===== src/rtl/xbar_pkg.sv =====
// Shared crossbar port-buffer definitions: packet geometry and the write/read FSM encoding.
package xbar_pkg;

  localparam int unsigned PKT_BEATS = 4;
  localparam int unsigned BEAT_W    = 2;

  typedef enum logic [1:0] {
    StIdle = 2'd0,
    StRecv = 2'd1,
    StDrop = 2'd2
  } xbar_state_e;

endpackage


===== src/rtl/mc_pkt_counter.sv =====
// Stored-packet occupancy counter (0..2^(AW-2)) with registered req/full flags.
module mc_pkt_counter #(
  parameter int unsigned AW = 10
) (
  input  logic clk,
  input  logic rst,
  input  logic inc,
  input  logic dec,
  output logic req,
  output logic full
);

  localparam int unsigned CW = AW - 1;
  localparam logic [CW-1:0] MaxCnt = CW'(2 ** (AW - 2));

  logic [CW-1:0] cnt_q, cnt_d;

  // Simultaneous inc/dec cancel; dec at zero and inc at max are ignored.
  always_comb begin
    cnt_d = cnt_q;
    if (inc && !dec) begin
      if (cnt_q != MaxCnt) cnt_d = cnt_q + CW'(1);
    end else if (dec && !inc) begin
      if (cnt_q != '0) cnt_d = cnt_q - CW'(1);
    end
  end

  always_ff @(posedge clk or posedge rst) begin
    if (rst) begin
      cnt_q <= '0;
      req   <= 1'b0;
      full  <= 1'b0;
    end else begin
      cnt_q <= cnt_d;
      req   <= (cnt_d != '0);
      full  <= (cnt_d == MaxCnt);
    end
  end

endmodule


===== src/rtl/memory_controller_input.sv =====
// Write side of a crossbar port buffer: stores 4-beat packets into the packet RAM.
// Optional MC_DROP_CNT_EN adds a saturating drop_cnt output.
module memory_controller_input
  import xbar_pkg::*;
#(
  parameter int unsigned DW = 8,
  parameter int unsigned AW = 10
) (
  input  logic          clk,
  input  logic          rst,
  input  logic          valid,
  input  logic          sop,
  input  logic [DW-1:0] din,
  input  logic          rd_done,
  output logic          wen,
  output logic [AW-1:0] waddr,
  output logic [DW-1:0] wdata,
  output logic          req,
  output logic          full,
`ifdef MC_DROP_CNT_EN
  output logic [7:0]    drop_cnt,
`endif
  output logic          err
);

  localparam int unsigned SW = AW - BEAT_W;

  xbar_state_e       state_q, state_d;
  logic [AW-1:0]     wptr_q, wptr_d;
  logic [BEAT_W-1:0] dcnt_q, dcnt_d;
  logic [AW-1:0]     waddr_d;
  logic [DW-1:0]     wdata_d;
  logic              wen_d, err_d;
  logic              pkt_inc, drop_start;
  logic [SW-1:0]     slot;
  logic [BEAT_W-1:0] beat;

  assign slot = wptr_q[AW-1:BEAT_W];
  assign beat = wptr_q[BEAT_W-1:0];

  always_comb begin
    state_d    = state_q;
    wptr_d     = wptr_q;
    dcnt_d     = dcnt_q;
    wen_d      = 1'b0;
    waddr_d    = waddr;
    wdata_d    = wdata;
    err_d      = 1'b0;
    pkt_inc    = 1'b0;
    drop_start = 1'b0;
    unique case (state_q)
      StIdle: begin
        if (valid && sop) begin
          if (full) begin
            state_d    = StDrop;
            dcnt_d     = BEAT_W'(1);
            drop_start = 1'b1;
          end else begin
            wen_d   = 1'b1;
            waddr_d = {slot, BEAT_W'(0)};
            wdata_d = din;
            wptr_d  = {slot, BEAT_W'(1)};
            state_d = StRecv;
          end
        end
      end
      StRecv: begin
        if (!valid) begin
          err_d   = 1'b1;
          wptr_d  = {slot, BEAT_W'(0)};
          state_d = StIdle;
        end else if (sop) begin
          // Restart in the same slot; the aborted beats get overwritten.
          err_d   = 1'b1;
          wen_d   = 1'b1;
          waddr_d = {slot, BEAT_W'(0)};
          wdata_d = din;
          wptr_d  = {slot, BEAT_W'(1)};
        end else begin
          wen_d   = 1'b1;
          waddr_d = wptr_q;
          wdata_d = din;
          if (beat == BEAT_W'(PKT_BEATS - 1)) begin
            wptr_d  = {slot + SW'(1), BEAT_W'(0)};
            pkt_inc = 1'b1;
            state_d = StIdle;
          end else begin
            wptr_d = wptr_q + AW'(1);
          end
        end
      end
      StDrop: begin
        if (!valid) begin
          err_d   = 1'b1;
          state_d = StIdle;
        end else if (sop) begin
          err_d = 1'b1;
          if (full) begin
            dcnt_d     = BEAT_W'(1);
            drop_start = 1'b1;
          end else begin
            wen_d   = 1'b1;
            waddr_d = {slot, BEAT_W'(0)};
            wdata_d = din;
            wptr_d  = {slot, BEAT_W'(1)};
            state_d = StRecv;
          end
        end else if (dcnt_q == BEAT_W'(PKT_BEATS - 1)) begin
          state_d = StIdle;
        end else begin
          dcnt_d = dcnt_q + BEAT_W'(1);
        end
      end
      default: state_d = StIdle;
    endcase
  end

  always_ff @(posedge clk or posedge rst) begin
    if (rst) begin
      state_q <= StIdle;
      wptr_q  <= '0;
      dcnt_q  <= '0;
      wen     <= 1'b0;
      waddr   <= '0;
      wdata   <= '0;
      err     <= 1'b0;
    end else begin
      state_q <= state_d;
      wptr_q  <= wptr_d;
      dcnt_q  <= dcnt_d;
      wen     <= wen_d;
      waddr   <= waddr_d;
      wdata   <= wdata_d;
      err     <= err_d;
    end
  end

  mc_pkt_counter #(
    .AW(AW)
  ) u_pkt_counter (
    .clk  (clk),
    .rst  (rst),
    .inc  (pkt_inc),
    .dec  (rd_done),
    .req  (req),
    .full (full)
  );

`ifdef MC_DROP_CNT_EN
  always_ff @(posedge clk or posedge rst) begin
    if (rst) begin
      drop_cnt <= '0;
    end else if (drop_start && drop_cnt != 8'hFF) begin
      drop_cnt <= drop_cnt + 8'd1;
    end
  end
`else
  logic unused_drop_start;
  assign unused_drop_start = drop_start;
`endif

endmodule


===== config.mk =====
export PLATFORM = sky130hd
export DESIGN_NAME = memory_controller_input
export DESIGN_NICKNAME = d
export VERILOG_FILES = /design/src/rtl/xbar_pkg.sv /design/src/rtl/mc_pkt_counter.sv /design/src/rtl/memory_controller_input.sv
export SDC_FILE = /design/constraint.sdc
export NUM_CORES = 1
export LEC_CHECK = 0
export ABC_AREA = 1
export BUFFER_PORTS_ARGS = -buffer_cell sky130_fd_sc_hd__buf_4
export CAP_MARGIN = 25
export CORE_ASPECT_RATIO = 1.4
export CORE_MARGIN = 10
export CORE_UTILIZATION = 47
export CTS_CLUSTER_DIAMETER = 80
export DETAILED_ROUTE_END_ITERATION = 8
export GPL_ROUTABILITY_DRIVEN = 1
export MAX_ROUTING_LAYER = met4
export PLACE_DENSITY = 0.79
export SLEW_MARGIN = 20
export SYNTH_ARGS = -nofsm -noshare
export SYNTH_HDL_FRONTEND = slang
export SYNTH_SLANG_ARGS = --single-unit

===== constraint.sdc =====
create_clock -name clk -period 2.7 [get_ports clk]
set_input_delay 0.135 -clock clk [delete_from_list [all_inputs] [get_ports clk]]
set_output_delay 0.135 -clock clk [all_outputs]
set_load 0.05 [all_outputs]

==> impl_metrics.py <==
metrics = {
    "min_path": {
        "min_path_type": "primary input to asynchronous set/reset pin",
    },
    "cells_and_area": {
        "synthToLayoutAreaGrowth_pct": 16.69,
        "diodes": 0,
        "fillCellCount": 492,
        "finalNetCount": 381,
        "final_common_cell": "nand2_1",
        "layout_common_cells": "nand2_1, dfrtp_1, buf_4",
        "layout-drive-gt1-share_pct": 16.39,
    },
    "clock_tree": {
        "cts_tree": "built",
        "cts_made_buffers": 5,
        "clk_latency_ps": 290,
        "h-tree-depth": 2,
        "path_clk_slew_ps": 80,
        "cts_hold_buffers": 0,
        "cts.sink_count": 45,
        "ctsResizeCount": 0,
        "post_cts_buffers": 0,
        "clockBufferDepth": 2,
        "root_buffer": "clkbuf_8",
    },
    "detailed_routing": {
        "wire_per_inst_um": 12.39,
        "drtIter0Drc": 123,
        "vias": 2184,
        "drtAntennaViolNets": 0,
        "first_pass_iters": 4,
        "vias_per_cell": 5.151,
        "routed_wl_um": 5253,
        "drc_errors": 0,
    },
    "die": {
        "core-area_um2": 4955,
        "row_count": 30,
        "initial_core_util_pct": 49.17,
        "die_h_um": 105.2,
        "io_pins": 35,
        "dieArea_um2": 8504,
        "dieWidth_um": 80.85,
    },
    "synthesis": {
        "syn-num-nets": 343,
        "synth_seq_cells": 45,
        "ys_seq_area_share_pct": 46.22,
        "yosysTopAreaCell": "dfrtp_1",
        "synth_cells": 321,
        "yosysWarnings": 0,
        "ys_top_cells_by_area": "dfrtp_1, nand2_1, nand3_1",
        "syn_avg_cell_area_um2": 7.589,
        "netlist.area_leader.share_pct": 46.22,
        "syn_area_um2": 2436,
        "ys_types": 28,
    },
    "critical_path": {
        "crit_type": "flip-flop to flip-flop",
        "worstPathRequired_ps": 2870,
        "cp_cell_sequence": "inv_1 > ha_1 > nor2_1 > nor2_1 > nor3_1 > nand2_1 > inv_1 > nand2_1 > nor2_1 > nand2_1 > o21ai_0 > a21oi_1",
        "critical_path.top_delay_family": "simple AND/OR/NAND/NOR gates",
        "cp-end-kind": "flip-flop",
        "critical_path.slowest_cell": "dfrtp_1",
        "reg2reg_setup_slack_ps": 480,
        "critPathMaxStageDelay_ps": 410,
        "startpoint_type": "flip-flop",
        "arrival_ps": 2390,
        "cp.buffers_inverters": 2,
        "critPathMaxFanout": 8,
    },
    "power": {
        "p_per_area_nw_per_um2": 984.5,
        "p_leak_nw": 1.490,
        "power_frac_seq_pct": 36.9,
        "ir_drop_v": 0.0005251,
        "internal_power_mw": 1.466,
        "p_switching_mw": 1.333,
        "p_comb_share_pct": 49.2,
        "switching_share_pct": 47.62,
        "clockPowerShare_pct": 13.9,
    },
    "grt": {
        "overflow": 0,
        "grt_pass1_wl_um": 8949,
        "first_global_vias": 2146,
        "grt_usage_pct": 12.79,
        "grt_max_degree": 46,
        "antenna_found_initial": 0,
    },
    "place": {
        "hpwl_um": 4145,
        "place.port_buffers": 34,
        "gp_congestion": 0.9993,
        "place_ws_ps": 533.0,
    },
    "timing": {
        "drv_slew": 0,
        "slew_headroom_pct": 40.20,
        "worst_pin_slew_ps": 895.7,
        "timing.fmax_ghz": 0.4513,
        "worst_clock_skew_ps": 6.927,
        "rsz0062_at_grt": "no",
        "worst_slack_ps": 484.2,
        "post-route-min-period_ps": 2216,
        "fin_crit_sh_pct": 82.07,
        "finalSetupViolCount": 0,
        "hold_viol": 0,
        "setup-tns-final_ps": 0,
    },
    "run": {
        "maxCapViolations": 0,
    },
    "run_status": {
        "status": "complete, no violations",
    },
}
routing by layer:
metal	wire length [µm]	GRT usage, %
met4	169	5.583
met3	278	3.431
met1	2188	12.91
met5	0	-
met2	2617	22.16
worst paths after layout:
kind / cells past startpoint / to / start
hold / removal: 2 / waddr[6] / rst
min in group clk: 3 / wdata[4] / din[4]
max in group asynchronous: 2 / waddr[0] / rst
setup reg to reg: 12 / wptr_q[6] / state_q[0]
setup / recovery: 12 / wptr_q[6] / state_q[0]
hold reg to reg: 2 / wdata[4] / wdata[4]
kinds of logic (layout without fill, tap and decap cells):
| logic type | Yosys count | after routing | synth area share [%] |
|---|---|---|---|
| adder cells (fa/ha/maj) | 9 | 9 | 4.623 |
| buffers and inverters | 42 | 81 | 6.728 |
| XOR/XNOR | 3 | 3 | 1.079 |
| AO/OA/AOI/OAI | 39 | 39 | 8.886 |
| flip-flops | 45 | 45 | 46.22 |
| AND/OR/NAND/NOR | 183 | 183 | 32.46 |
synthesized netlist by cell type, drive strengths merged:
cell       n
nor3       5
a21oi     12
nor4       1
ha         9
nor2      30
inv       37
buf        4
nand4      5
dfrtp     45
o21ai     20
xor2       3
a31oi      1
a21boi     1
or2        1
o311ai     1
nand2    113
nand3b     1
o31ai      1
o221ai     2
nand3     27
clkinv     1
a2bb2oi    1
per-stage QoR:
stage / utilization [%] / hold slack (ps) / instance area, µm² / power (mW) / std cells
global placement: 55.68 / 339.9 / 2759 / 2.387 / 416
detailed placement: 55.68 / 344.0 / 2759 / 2.425 / 416
finish: 57.37 / 37.39 / 2843 / 2.799 / 424
CTS: 57.37 / 43.44 / 2843 / 2.827 / 424
floorplan: - / 239.2 / 2436 / 2.043 / 321
global route: 57.37 / 46.56 / 2843 / 3.017 / 424
state kept, by name (all words and copies together), names as in the netlist:
signal and count:
state_q 2, u_pkt_counter.req 1, wen 1, err 1, u_pkt_counter.cnt_q 9, wdata 8, waddr 10, dcnt_q 2
wptr_q 10, u_pkt_counter.full 1
power groups by stage:
stage	combinational, mW	sequential (mW)	clock [mW]
after floorplan	0.703	1.34	0
after global placement	1.35	1.03	0
after detailed placement	1.38	1.04	0
after CTS	1.39	1.03	0.409
after global routing	1.53	1.06	0.431
final	1.38	1.03	0.390
area by class of cell:
type,count,area [µm²],share of cell area (%)
clock inverters,1,7.507,0.2641
well taps,64,80.08,2.817
multi-input cells,234,1146,40.32
clock buffers,7,76.32,2.685
inverters,38,143.9,5.062
repair buffers,35,262.8,9.243
flip-flops and latches,45,1126,39.61
Note: power is estimated with default switching activity, not from simulation.
